`config.mk`:
```
export PLATFORM = sky130hd
export DESIGN_NAME = serial_recv
export DESIGN_NICKNAME = d
export VERILOG_FILES = /design/src/rtl/serial_recv_pkg.sv /design/src/rtl/shift_in_reg.sv /design/src/rtl/serial_recv.sv
export SDC_FILE = /design/constraint.sdc
export NUM_CORES = 1
export LEC_CHECK = 0
export BUFFER_PORTS_ARGS = -buffer_cell sky130_fd_sc_hd__buf_2
export CORE_ASPECT_RATIO = 1.25
export CORE_UTILIZATION = 55
export DETAILED_ROUTE_END_ITERATION = 10
export PLACE_DENSITY = 0.78
export SYNTH_ARGS = -nofsm -noshare
export SYNTH_HDL_FRONTEND = slang
export SYNTH_SLANG_ARGS = --single-unit
```
`constraint.sdc`:
```
create_clock -name clk -period 3.9 [get_ports clk]
set_clock_uncertainty 0.05 [all_clocks]
set_input_delay 0.195 -clock clk [delete_from_list [all_inputs] [get_ports clk]]
set_output_delay 0.195 -clock clk [all_outputs]
set_load 0.1 [all_outputs]
```
`src/rtl/serial_recv_pkg.sv`:
```
// Shared constants and helpers for the serial frame receiver.
package serial_recv_pkg;

  // Frame FSM state encoding.
  localparam logic [1:0] ST_IDLE   = 2'd0;
  localparam logic [1:0] ST_DATA   = 2'd1;
  localparam logic [1:0] ST_PARITY = 2'd2;
  localparam logic [1:0] ST_STOP   = 2'd3;

  // Parity mode selectors.
  localparam int PAR_NONE = 32'sd0;
  localparam int PAR_EVEN = 32'sd1;
  localparam int PAR_ODD  = 32'sd2;

  // Parity bit the line should carry, given the XOR of the data bits.
  function automatic logic parity_expect(input logic acc, input int mode);
    logic bit_s;
    if (mode == PAR_ODD) begin
      bit_s = ~acc;
    end else begin
      bit_s = acc;
    end
    return bit_s;
  endfunction

endpackage

```
`src/rtl/shift_in_reg.sv`:
```
// Serial-in parallel-out register; bit order selected by LSB_FIRST.
module shift_in_reg #(
  parameter int DATA_W    = 8,
  parameter int LSB_FIRST = 0
) (
  input  logic              clk,
  input  logic              rst_n,
  input  logic              clr,
  input  logic              shift,
  input  logic              din,
  output logic [DATA_W-1:0] q
);

  logic [DATA_W-1:0] q_r;

  // Take one serial bit per shift strobe, filling from the end chosen by LSB_FIRST
  always_ff @(posedge clk or negedge rst_n) begin
    if (!rst_n) begin
      q_r <= '0;
    end else if (clr) begin
      q_r <= '0;
    end else if (shift) begin
      if (LSB_FIRST != 32'sd0) begin
        q_r <= {din, q_r[DATA_W-1:1]};
      end else begin
        q_r <= {q_r[DATA_W-2:0], din};
      end
    end
  end

  assign q = q_r;

endmodule

```
`src/rtl/serial_recv.sv`:
```
// Start/data/parity/stop frame receiver with a valid/ready word output
// and one-cycle error pulses for parity, framing/timeout and overrun.
module serial_recv
  import serial_recv_pkg::*;
#(
  parameter int DATA_W      = 8,
  parameter int PARITY_MODE = 1,
  parameter int LSB_FIRST   = 0,
  parameter int STOP_CHECK  = 1,
  parameter int TIMEOUT     = 0
) (
  input  logic              clk,
  input  logic              i_rst_n,
  input  logic              i_sclr,
  input  logic              i_en,
  input  logic              i_dat,
  input  logic              i_ready,
  output logic [DATA_W-1:0] o_data,
  output logic              o_valid,
  output logic              o_busy,
  output logic              o_parity_err,
  output logic              o_frame_err,
  output logic              o_overrun
);

  localparam int CNT_W = $clog2(DATA_W + 1);
  localparam logic [CNT_W-1:0] LAST_BIT = CNT_W'(DATA_W - 1);

  logic [1:0]        state_r;
  logic [CNT_W-1:0]  bit_cnt_r;
  logic              acc_r;
  logic [DATA_W-1:0] data_r;
  logic              valid_r;
  logic              perr_r;
  logic              ferr_r;
  logic              ovr_r;

  logic [DATA_W-1:0] shift_q_s;
  logic              shift_en_s;
  logic              par_edge_s;
  logic              par_bad_s;
  logic              stop_edge_s;
  logic              stop_bad_s;
  logic              done_s;
  logic              load_s;
  logic              tmo_hit_s;

  assign shift_en_s = (state_r == ST_DATA) && i_en;

  shift_in_reg #(
    .DATA_W   (DATA_W),
    .LSB_FIRST(LSB_FIRST)
  ) u_shift (
    .clk  (clk),
    .rst_n(i_rst_n),
    .clr  (i_sclr),
    .shift(shift_en_s),
    .din  (i_dat),
    .q    (shift_q_s)
  );

  // Decode the strobes that close the parity and stop phases of a frame
  always_comb begin
    par_edge_s  = (state_r == ST_PARITY) && i_en;
    par_bad_s   = par_edge_s && (i_dat != parity_expect(acc_r, PARITY_MODE));
    stop_edge_s = (state_r == ST_STOP) && i_en;
    if (STOP_CHECK != 32'sd0) begin
      stop_bad_s = stop_edge_s && !i_dat;
    end else begin
      stop_bad_s = 1'b0;
    end
    done_s = stop_edge_s && !stop_bad_s;
    load_s = done_s && (!valid_r || i_ready);
  end

  if (TIMEOUT > 32'sd0) begin : g_tmo
    localparam int TMO_W = $clog2(TIMEOUT + 1);
    localparam logic [TMO_W-1:0] TMO_MAX  = TMO_W'(TIMEOUT);
    localparam logic [TMO_W-1:0] TMO_LAST = TMO_W'(TIMEOUT - 1);

    logic [TMO_W-1:0] tmo_cnt_r;

    // Count strobe-free cycles inside a frame; any strobe or leaving the frame restarts it
    always_ff @(posedge clk or negedge i_rst_n) begin
      if (!i_rst_n) begin
        tmo_cnt_r <= '0;
      end else if (i_sclr) begin
        tmo_cnt_r <= '0;
      end else if (i_en || (state_r == ST_IDLE) || tmo_hit_s) begin
        tmo_cnt_r <= '0;
      end else if (tmo_cnt_r != TMO_MAX) begin
        tmo_cnt_r <= tmo_cnt_r + TMO_W'(1);
      end
    end

    // The abort fires on the edge where the idle count would reach TIMEOUT
    assign tmo_hit_s = (state_r != ST_IDLE) && !i_en && (tmo_cnt_r == TMO_LAST);
  end else begin : g_no_tmo
    assign tmo_hit_s = 1'b0;
  end

  // Frame FSM with bit counter and running data parity
  always_ff @(posedge clk or negedge i_rst_n) begin
    if (!i_rst_n) begin
      state_r   <= ST_IDLE;
      bit_cnt_r <= '0;
      acc_r     <= 1'b0;
    end else if (i_sclr) begin
      state_r   <= ST_IDLE;
      bit_cnt_r <= '0;
      acc_r     <= 1'b0;
    end else if (tmo_hit_s) begin
      state_r <= ST_IDLE;
    end else begin
      case (state_r)
        ST_IDLE: begin
          if (i_en && !i_dat) begin
            state_r   <= ST_DATA;
            bit_cnt_r <= '0;
            acc_r     <= 1'b0;
          end
        end
        ST_DATA: begin
          if (i_en) begin
            acc_r <= acc_r ^ i_dat;
            if (bit_cnt_r == LAST_BIT) begin
              bit_cnt_r <= '0;
              state_r   <= (PARITY_MODE == PAR_NONE) ? ST_STOP : ST_PARITY;
            end else begin
              bit_cnt_r <= bit_cnt_r + CNT_W'(1);
            end
          end
        end
        ST_PARITY: begin
          if (par_edge_s) begin
            state_r <= par_bad_s ? ST_IDLE : ST_STOP;
          end
        end
        ST_STOP: begin
          if (stop_edge_s) begin
            state_r <= ST_IDLE;
          end
        end
        default: begin
          state_r <= ST_IDLE;
        end
      endcase
    end
  end

  // Output holding register, handshake and one-cycle error pulses
  always_ff @(posedge clk or negedge i_rst_n) begin
    if (!i_rst_n) begin
      data_r  <= '0;
      valid_r <= 1'b0;
      perr_r  <= 1'b0;
      ferr_r  <= 1'b0;
      ovr_r   <= 1'b0;
    end else if (i_sclr) begin
      data_r  <= '0;
      valid_r <= 1'b0;
      perr_r  <= 1'b0;
      ferr_r  <= 1'b0;
      ovr_r   <= 1'b0;
    end else begin
      perr_r <= par_bad_s;
      ferr_r <= stop_bad_s || tmo_hit_s;
      ovr_r  <= done_s && valid_r && !i_ready;
      if (load_s) begin
        data_r  <= shift_q_s;
        valid_r <= 1'b1;
      end else if (valid_r && i_ready) begin
        valid_r <= 1'b0;
      end
    end
  end

  assign o_data       = data_r;
  assign o_valid      = valid_r;
  assign o_busy       = (state_r != ST_IDLE);
  assign o_parity_err = perr_r;
  assign o_frame_err  = ferr_r;
  assign o_overrun    = ovr_r;

endmodule

```
==> run_results.csv, run 1 <==
group,metric,value,unit
grt,grt_pass1_vias,902,
grt,globalRouteOverflowTotal,0,
sta,tns,0,ns
clock_tree,root_buffer,"sky130_fd_sc_hd__clkbuf_4",
sta,layout_min_cycle_time,1.76,ns
pwr,power.leakage,0.642,nW
grt,antenna_found_initial,0,
sta,unrepaired_setup_endpoints_after_global_routing,"false",
clock_tree,source_to_sink_clock_delay_at_the_later_pin_of_the_worst_skew_pair,0.31,ns
synthesis,synth_area_leaders,"sky130_fd_sc_hd__dfrtp_1, sky130_fd_sc_hd__nand2_1, sky130_fd_sc_hd__mux2i_1, sky130_fd_sc_hd__a21oi_1, sky130_fd_sc_hd__nor2_1",
final_layout,layout-drive-gt1-share,18.6,%
synthesis,portion_of_the_post_synthesis_area_used_by_sequential_elements,53.0,%
worst_setup_path,critPathTopFamily,"buffers and inverters",
sta,layout_worst_path_cycle_share,45.1,%
detailed_routing,drtPass1Iterations,4,
synthesis,syn-instance-count,125,
pwr,vdd.ir_drop.worst,0.273,mV
clock_tree,cts.repair.resized,0,
flow_run,max_cap_violations,0,
detailed_routing,post-route-drc-count,0,
final_layout,postLayoutCoreUtil,63.1,%
synthesis,synth_fp_nets,132,
clock_tree,postCtsSetupBuffers,0,
detailed_routing,via_count,919,
clock_tree,cts_tree,"built",
die,floorplan.die_area,2520,um2
worst_setup_path,critical_path_required,3.65,ns
synthesis,yosys.cell_types.count,33,
pwr,pwr_density_cell,356,nW/um2
grt,grt_use_total,20.1,%
die,die_height,55.8,um
synthesis,yosysWarningCount,0,
pwr,sw_frac_of_total,29.2,%
die,die_width,45.1,um
synthesis,post_synth.cell_area_avg,10.2,um2
synthesis,post_synth_instance_area,1270,um2
worst_setup_path,end_kind,"output port",
synthesis,number_of_synthesized_register_bits,27,
sta,hold_viol_final,0,
clock_tree,cts.sink_count,27,
synthesis,synth_top_area_share,53.0,%
worst_setup_path,critical_path.n_buffers_inverters,2,
detailed_routing,totalWireLength,2180,um
sta,max_freq,569,MHz
worst_setup_path,timing.critical_path.cells,"inv_1 -> nand2_1 -> buf_2",
synthesis,synth_area_leader_cell,"sky130_fd_sc_hd__dfrtp_1",
place,routabilityCongestion,0.738,
sta,tightestPinTransition,0.593,ns
clock_tree,ctsHtreeMaxLevel,1,
place,place_hpwl,1490,um
final_layout,multi_input_comb_area,528,um2
clock_tree,cts.reportedPaths.clkPinSlew,0.14,ns
grt,grt_max_degree,29,
pwr,share_comb_of_total_power,16.0,%
detailed_routing,avgRoutedWirePerCell,12.7,um
pwr,intPower,0.347,mW
final_layout,fin_nets,148,
worst_setup_path,timing.critical_path.arrival,1.51,ns
run_status,run_status,"complete, no violations",
final_layout,final_cell_mix,"sky130_fd_sc_hd__dfrtp_1, sky130_fd_sc_hd__nand2_1, sky130_fd_sc_hd__buf_2, sky130_fd_sc_hd__nor2_1, sky130_fd_sc_hd__a21oi_1",
min_path,timing.hold.worst.class,"input port to flop",
worst_setup_path,timing.critical_path.from_type,"flop",
detailed_routing,ant_nets,0,
sta,slew_headroom,60.5,%
die,ios,19,
final_layout,area_growth_syn_to_layout,8.24,%
die,fp-row-count,19,
pwr,share_clk_of_total_power,23.5,%
worst_setup_path,crit_slowest_cell,"sky130_fd_sc_hd__dfrtp_1",
worst_setup_path,delay_contributed_by_the_slowest_stage_of_the_critical_path,0.56,ns
clock_tree,hold_buffers,1,
worst_setup_path,worst-setup-path-type,"flop to output port",
pwr,switchingPower,0.144,mW
final_layout,num_antenna_cells,0,
final_layout,n_fill_cell,185,
grt,grt_pass1_wl,3750,um
final_layout,sequential_cell_area,676,um2
die,starting_density_of_the_core,58.3,%
detailed_routing,drtIter0Drc,9,
detailed_routing,vias_per_cell,5.37,
clock_tree,clk_path_buf_depth,2,
final_layout,layout.cells.most_common,"sky130_fd_sc_hd__dfrtp_1",
sta,slew_viol_final,0,
die,core_area,2190,um2
sta,final_setup_viols,0,
place,portBuffers,18,
pwr,power_frac_seq,60.5,%
worst_setup_path,critical_path.max_fanout,9,
clock_tree,tritoncts.num_buffers,3,
## routing by layer
layer	GRT usage [%]	share of wire (%)	vias to the layer above
li1	-	-	454
met1	24.7	44	448
met2	34.2	53	15
met3	2.92	2.2	2
met4	7.79	0.74	0
met5	0	0	-
## sequential cells by signal (all words and copies together), names as in the netlist
signal        cells
state_r           2
o_data            8
o_parity_err      1
o_valid           1
o_frame_err       1
acc_r             1
o_overrun         1
bit_cnt_r         4
u_shift.q         8
## worst min-delay path, delay by kind of cell
kind                   cells  cell delay (ns)
AND/OR/NAND/NOR            2             0.19
buffers and inverters      1             0.07
## worst paths after layout
kind	start	end	slack (ns)	cells after the start
worst min register to register	o_data[2]$_DFFE_PN0P_	o_data[2]$_DFFE_PN0P_	0.48	2
min in group asynchronous	i_rst_n	u_shift.q[2]$_DFFE_PN0P_	0.36	2
max in group asynchronous	i_rst_n	acc_r$_DFFE_PN0P_	3.05	2
worst max register to register	state_r[1]$_DFFE_PN0P_	o_data[5]$_DFFE_PN0P_	2.26	4
worst max-delay path	state_r[1]$_DFFE_PN0P_	o_busy	2.14	3
worst min-delay path	i_ready	o_overrun$_DFF_PN0_	0.12	3
## per-stage QoR
stage | area [um2] | hold WS [ns] | instances | power, mW | worst slack, ns
2_1_floorplan | 1270 | -0.151 | 125 | 0.367 | 2.15
3_3_place_gp | 1340 | 0.177 | 166 | 0.378 | 2.34
3_5_place_dp | 1340 | 0.176 | 166 | 0.380 | 2.27
4_1_cts | 1380 | 0.112 | 171 | 0.497 | 2.14
5_1_grt | 1380 | 0.124 | 171 | 0.520 | 2.02
6_report | 1380 | 0.120 | 171 | 0.491 | 2.14
## cell families after synthesis
| group | after synthesis | share of synthesized area, % |
|---|---|---|
| DFF | 27 | 53.0 |
| buffers and inverters | 11 | 5.59 |
| muxes | 8 | 6.28 |
| and+or+nand+nor | 52 | 20.7 |
| AOI/OAI and AO/OA | 24 | 12.1 |
| adders and majority gates | 1 | 0.981 |
| xor gates and xnor gates | 2 | 1.37 |
## layout make-up
type / instances / share of cell area (%)
flip-flops and latches: 27 / 49.0
multi-input cells: 87 / 38.3
repair buffers: 19 / 7.25
well taps: 31 / 2.81
clock buffers: 4 / 1.90
inverters: 3 / 0.816
## synth_stat cells (all sizes together)
cell type and instances:
nor2b 2, nor4bb 1, inv 3, a31oi 1, a21o 2, nand3 1
nor3b 1, o311ai 1, xnor2 2, a21boi 1, mux2i 8, ha 1
a22oi 1, o21ai 6, nor3 4, a2bb2oi 1, or3 2, clkbuf 2
nand2b 3, o41ai 1, dfrtp 27, or3b 1, nand4 2, buf 6
nand2 23, a21oi 10, nor2 12
## power by group through the flow
stage	sequential (mW)	clock (mW)	combinational, mW
2_1_floorplan	0.297	0	0.0698
3_3_place_gp	0.301	0	0.0772
3_5_place_dp	0.302	0	0.0784
4_1_cts	0.297	0.121	0.0793
5_1_grt	0.298	0.136	0.0864
6_report	0.297	0.115	0.0786
Power figures use the tool's default switching activity.
==> inputs of run 2 (changes only) <==
--- a/config.mk
+++ b/config.mk
@@ -5,6 +5,7 @@
 export SDC_FILE = /design/constraint.sdc
 export NUM_CORES = 1
 export LEC_CHECK = 0
+export ABC_AREA = 1
 export BUFFER_PORTS_ARGS = -buffer_cell sky130_fd_sc_hd__buf_2
 export CORE_ASPECT_RATIO = 1.25
 export CORE_UTILIZATION = 55
==> constraint.sdc (replaced) <==
create_clock -name clk -period 1.7 [get_ports clk]
set_clock_uncertainty 0.05 [all_clocks]
set_input_delay 0.085 -clock clk [delete_from_list [all_inputs] [get_ports clk]]
set_output_delay 0.085 -clock clk [all_outputs]
set_load 0.1 [all_outputs]
==> run_results.csv, run 2 <==
group,metric,value,unit
sta,hold_viol_final,0,
worst_setup_path,worst-setup-path-type,"flop to output port",
die,starting_density_of_the_core,57.5,%
grt,grt_pass1_vias,931,
grt,globalRouteOverflowTotal,0,
final_layout,postLayoutCoreUtil,65.2,%
sta,slew_headroom,60.0,%
synthesis,edff_count_synth,0,
sta,final_setup_viols,0,
worst_setup_path,critPathTopFamily,"buffers and inverters",
run_status,run_status,"complete, no violations",
clock_tree,cts.reportedPaths.clkPinSlew,0.14,ns
pwr,post-layout-total-power,1.47,mW
sta,slew_viol_final,0,
worst_setup_path,timing.critical_path.arrival,1.41,ns
detailed_routing,vias_per_cell,4.93,
detailed_routing,post-route-drc-count,0,
sta,tns,0,ns
detailed_routing,ant_nets,0,
synthesis,synth_area_leaders,"sky130_fd_sc_hd__dfrtp_1, sky130_fd_sc_hd__nand2_1, sky130_fd_sc_hd__inv_1, sky130_fd_sc_hd__nand3_1, sky130_fd_sc_hd__o22ai_1",
synthesis,yosys.cell_types.count,22,
grt,grt_use_total,20.8,%
sta,setup_ws,0.154,ns
die,ios,19,
die,floorplan.die_area,2480,um2
grt,met2_usage,34.0,%
worst_setup_path,timing.critical_path.from_type,"flop",
synthesis,yosysWarningCount,0,
place,place_hpwl,1590,um
detailed_routing,totalWireLength,2220,um
clock_tree,cts.sink_count,27,
sta,layout_worst_path_cycle_share,90.9,%
synthesis,portion_of_the_post_synthesis_area_used_by_sequential_elements,53.7,%
min_path,holdCritStartpoint,"i_sclr",
final_layout,final_cell_mix,"sky130_fd_sc_hd__nand2_1, sky130_fd_sc_hd__dfrtp_1, sky130_fd_sc_hd__inv_1, sky130_fd_sc_hd__buf_2, sky130_fd_sc_hd__nand3_1",
worst_setup_path,end_kind,"output port",
place,portBuffers,18,
clock_tree,cts_tree,"built",
die,die_height,55.5,um
pwr,pwr_density_cell,1030,nW/um2
clock_tree,tritoncts.num_buffers,3,
final_layout,fin_nets,185,
synthesis,post_synth.cell_area_avg,8.11,um2
synthesis,syn-instance-count,155,
synthesis,synthMostInstantiatedCell,"sky130_fd_sc_hd__nand2_1",
detailed_routing,drtPass1Iterations,4,
final_layout,layout-drive-gt1-share,19.2,%
detailed_routing,avgRoutedWirePerCell,10.7,um
worst_setup_path,startpoint_of_the_worst_register_to_register_path,"state_r[1]$_DFFE_PN0P_",
sta,unrepaired_setup_endpoints_after_global_routing,"false",
worst_setup_path,timing.critical_path.cells,"inv_1 -> nand2_2 -> buf_2",
final_layout,layout.cells.most_common,"sky130_fd_sc_hd__nand2_1",
clock_tree,postCtsSetupBuffers,0,
clock_tree,source_to_sink_clock_delay_at_the_later_pin_of_the_worst_skew_pair,0.30,ns
place,pre_cts_slack,0.373,ns
sta,tightestPinTransition,0.600,ns
die,fp-row-count,19,
worst_setup_path,critical_path.n_buffers_inverters,2,
worst_setup_path,critical_path.max_fanout,7,
clock_tree,ctsHtreeMaxLevel,1,
sta,layout_min_cycle_time,1.55,ns
worst_setup_path,crit_slowest_cell,"sky130_fd_sc_hd__dfrtp_1",
synthesis,post_synth_instance_area,1260,um2
synthesis,commonest_cells_in_the_netlist,"sky130_fd_sc_hd__nand2_1, sky130_fd_sc_hd__dfrtp_1, sky130_fd_sc_hd__inv_1",
place,routabilityCongestion,0.854,
grt,grt-busiest-layer,"met2",
worst_setup_path,critical_path_required,1.56,ns
detailed_routing,via_count,1026,
sta,max_freq,647,MHz
pwr,vdd.ir_drop.worst,0.721,mV
grt,grt_util_met1,27.0,%
flow_run,max_cap_violations,0,
detailed_routing,drtIter0Drc,35,
min_path,timing.hold.worst.class,"input port to flop",
synthesis,ys.flop_type,"sky130_fd_sc_hd__dfrtp_1",
final_layout,final_design_area_no_fill,1430,um2
worst_setup_path,setup.worst_path.start,"state_r[1]$_DFFE_PN0P_",
synthesis,synth_area_leader_cell,"sky130_fd_sc_hd__dfrtp_1",
pwr,power.leakage,0.774,nW
final_layout,num_antenna_cells,0,
die,core_area,2190,um2
final_layout,area_growth_syn_to_layout,13.3,%
clock_tree,root_buffer,"sky130_fd_sc_hd__clkbuf_4",
grt,grt_max_degree,28,
synthesis,synth_fp_nets,162,
synthesis,synth_top_area_share,53.7,%
grt,grt_pass1_wl,3880,um
worst_setup_path,delay_contributed_by_the_slowest_stage_of_the_critical_path,0.47,ns
place,dpl-instance-area,1380,um2
synthesis,number_of_synthesized_register_bits,27,
synthesis,postSynth.asyncResetShare,100,%
grt,grt_use_met3,3.27,%
die,die_width,44.8,um
grt,antenna_found_initial,0,
clock_tree,clk_path_buf_depth,2,
run 2: cell types whose count changed after synthesis, sizes merged, moves of 3 or more:
cell | previous run | this run
nand2 | 23 | 59
o22ai | 0 | 8
buf | 6 | 2
nand2b | 3 | 0
mux2i | 8 | 0
nand3 | 1 | 13
a21oi | 10 | 1
inv | 3 | 23
run 2: area by class of cell:
class                      count  area (um2)
sequential                    27         676
tap                           31        38.8
multi-input combinational    103         488
timing repair buffer          20         110
fill                         193         762
clock buffer                   4        26.3
inverter                      23        86.3
run 2: worst reg2reg max path, delay by kind of cell (launching register included):
family	cells	cell delay (ns)
flops	1	0.47
simple gates	3	0.45
buf+inv	1	0.14
compound gates	1	0.18
run 2: worst paths after layout:
check,cells after the start,slack (ns),end
max in group asynchronous,2,0.95,u_shift.q[5]$_DFFE_PN0P_
max reg2reg,5,0.34,u_shift.q[3]$_DFFE_PN0P_
min in group asynchronous,2,0.26,o_data[3]$_DFFE_PN0P_
min,2,0.02,o_parity_err$_DFF_PN0_
min reg2reg,2,0.43,o_data[4]$_DFFE_PN0P_
max,3,0.15,o_busy
run 2: stage by stage:
step	hold WS [ns]	cells
floorplan	-0.261	155
global placement	0.0574	202
detailed placement	0.0743	202
CTS	0.00954	208
global route	0.0152	208
finish	0.0209	208
run 2: per-layer routing:
| layer | part of all wire, % | vias up |
|---|---|---|
| met5 | 0 | - |
| met4 | 1.7 | 0 |
| met3 | 2.7 | 4 |
| met2 | 49 | 27 |
| met1 | 46 | 462 |
| li1 | - | 533 |
run 2: power breakdown:
part / internal [mW] / switching, mW
Clock: 0.0913 / 0.169
Sequential: 0.683 / 0.0521
Combinational: 0.112 / 0.362
Total: 0.887 / 0.584
run 2: cells by family (layout without fill, tap and decap cells):
| group | count (synthesis) | in the layout | share of synthesized area, % |
|---|---|---|---|
| AO/OA/AOI/OAI | 16 | 16 | 7.66 |
| flip-flops | 27 | 27 | 53.7 |
| AND/OR/NAND/NOR | 86 | 86 | 30.0 |
| adder cells (fa/ha/maj) | 1 | 1 | 0.995 |
| buffers and inverters | 25 | 47 | 7.66 |
run 2: timing repair:
action,4_1_cts,5_1_grt
hold buffers,2,0
resized for setup,0,0
endpoints found under the hold margin,28,0
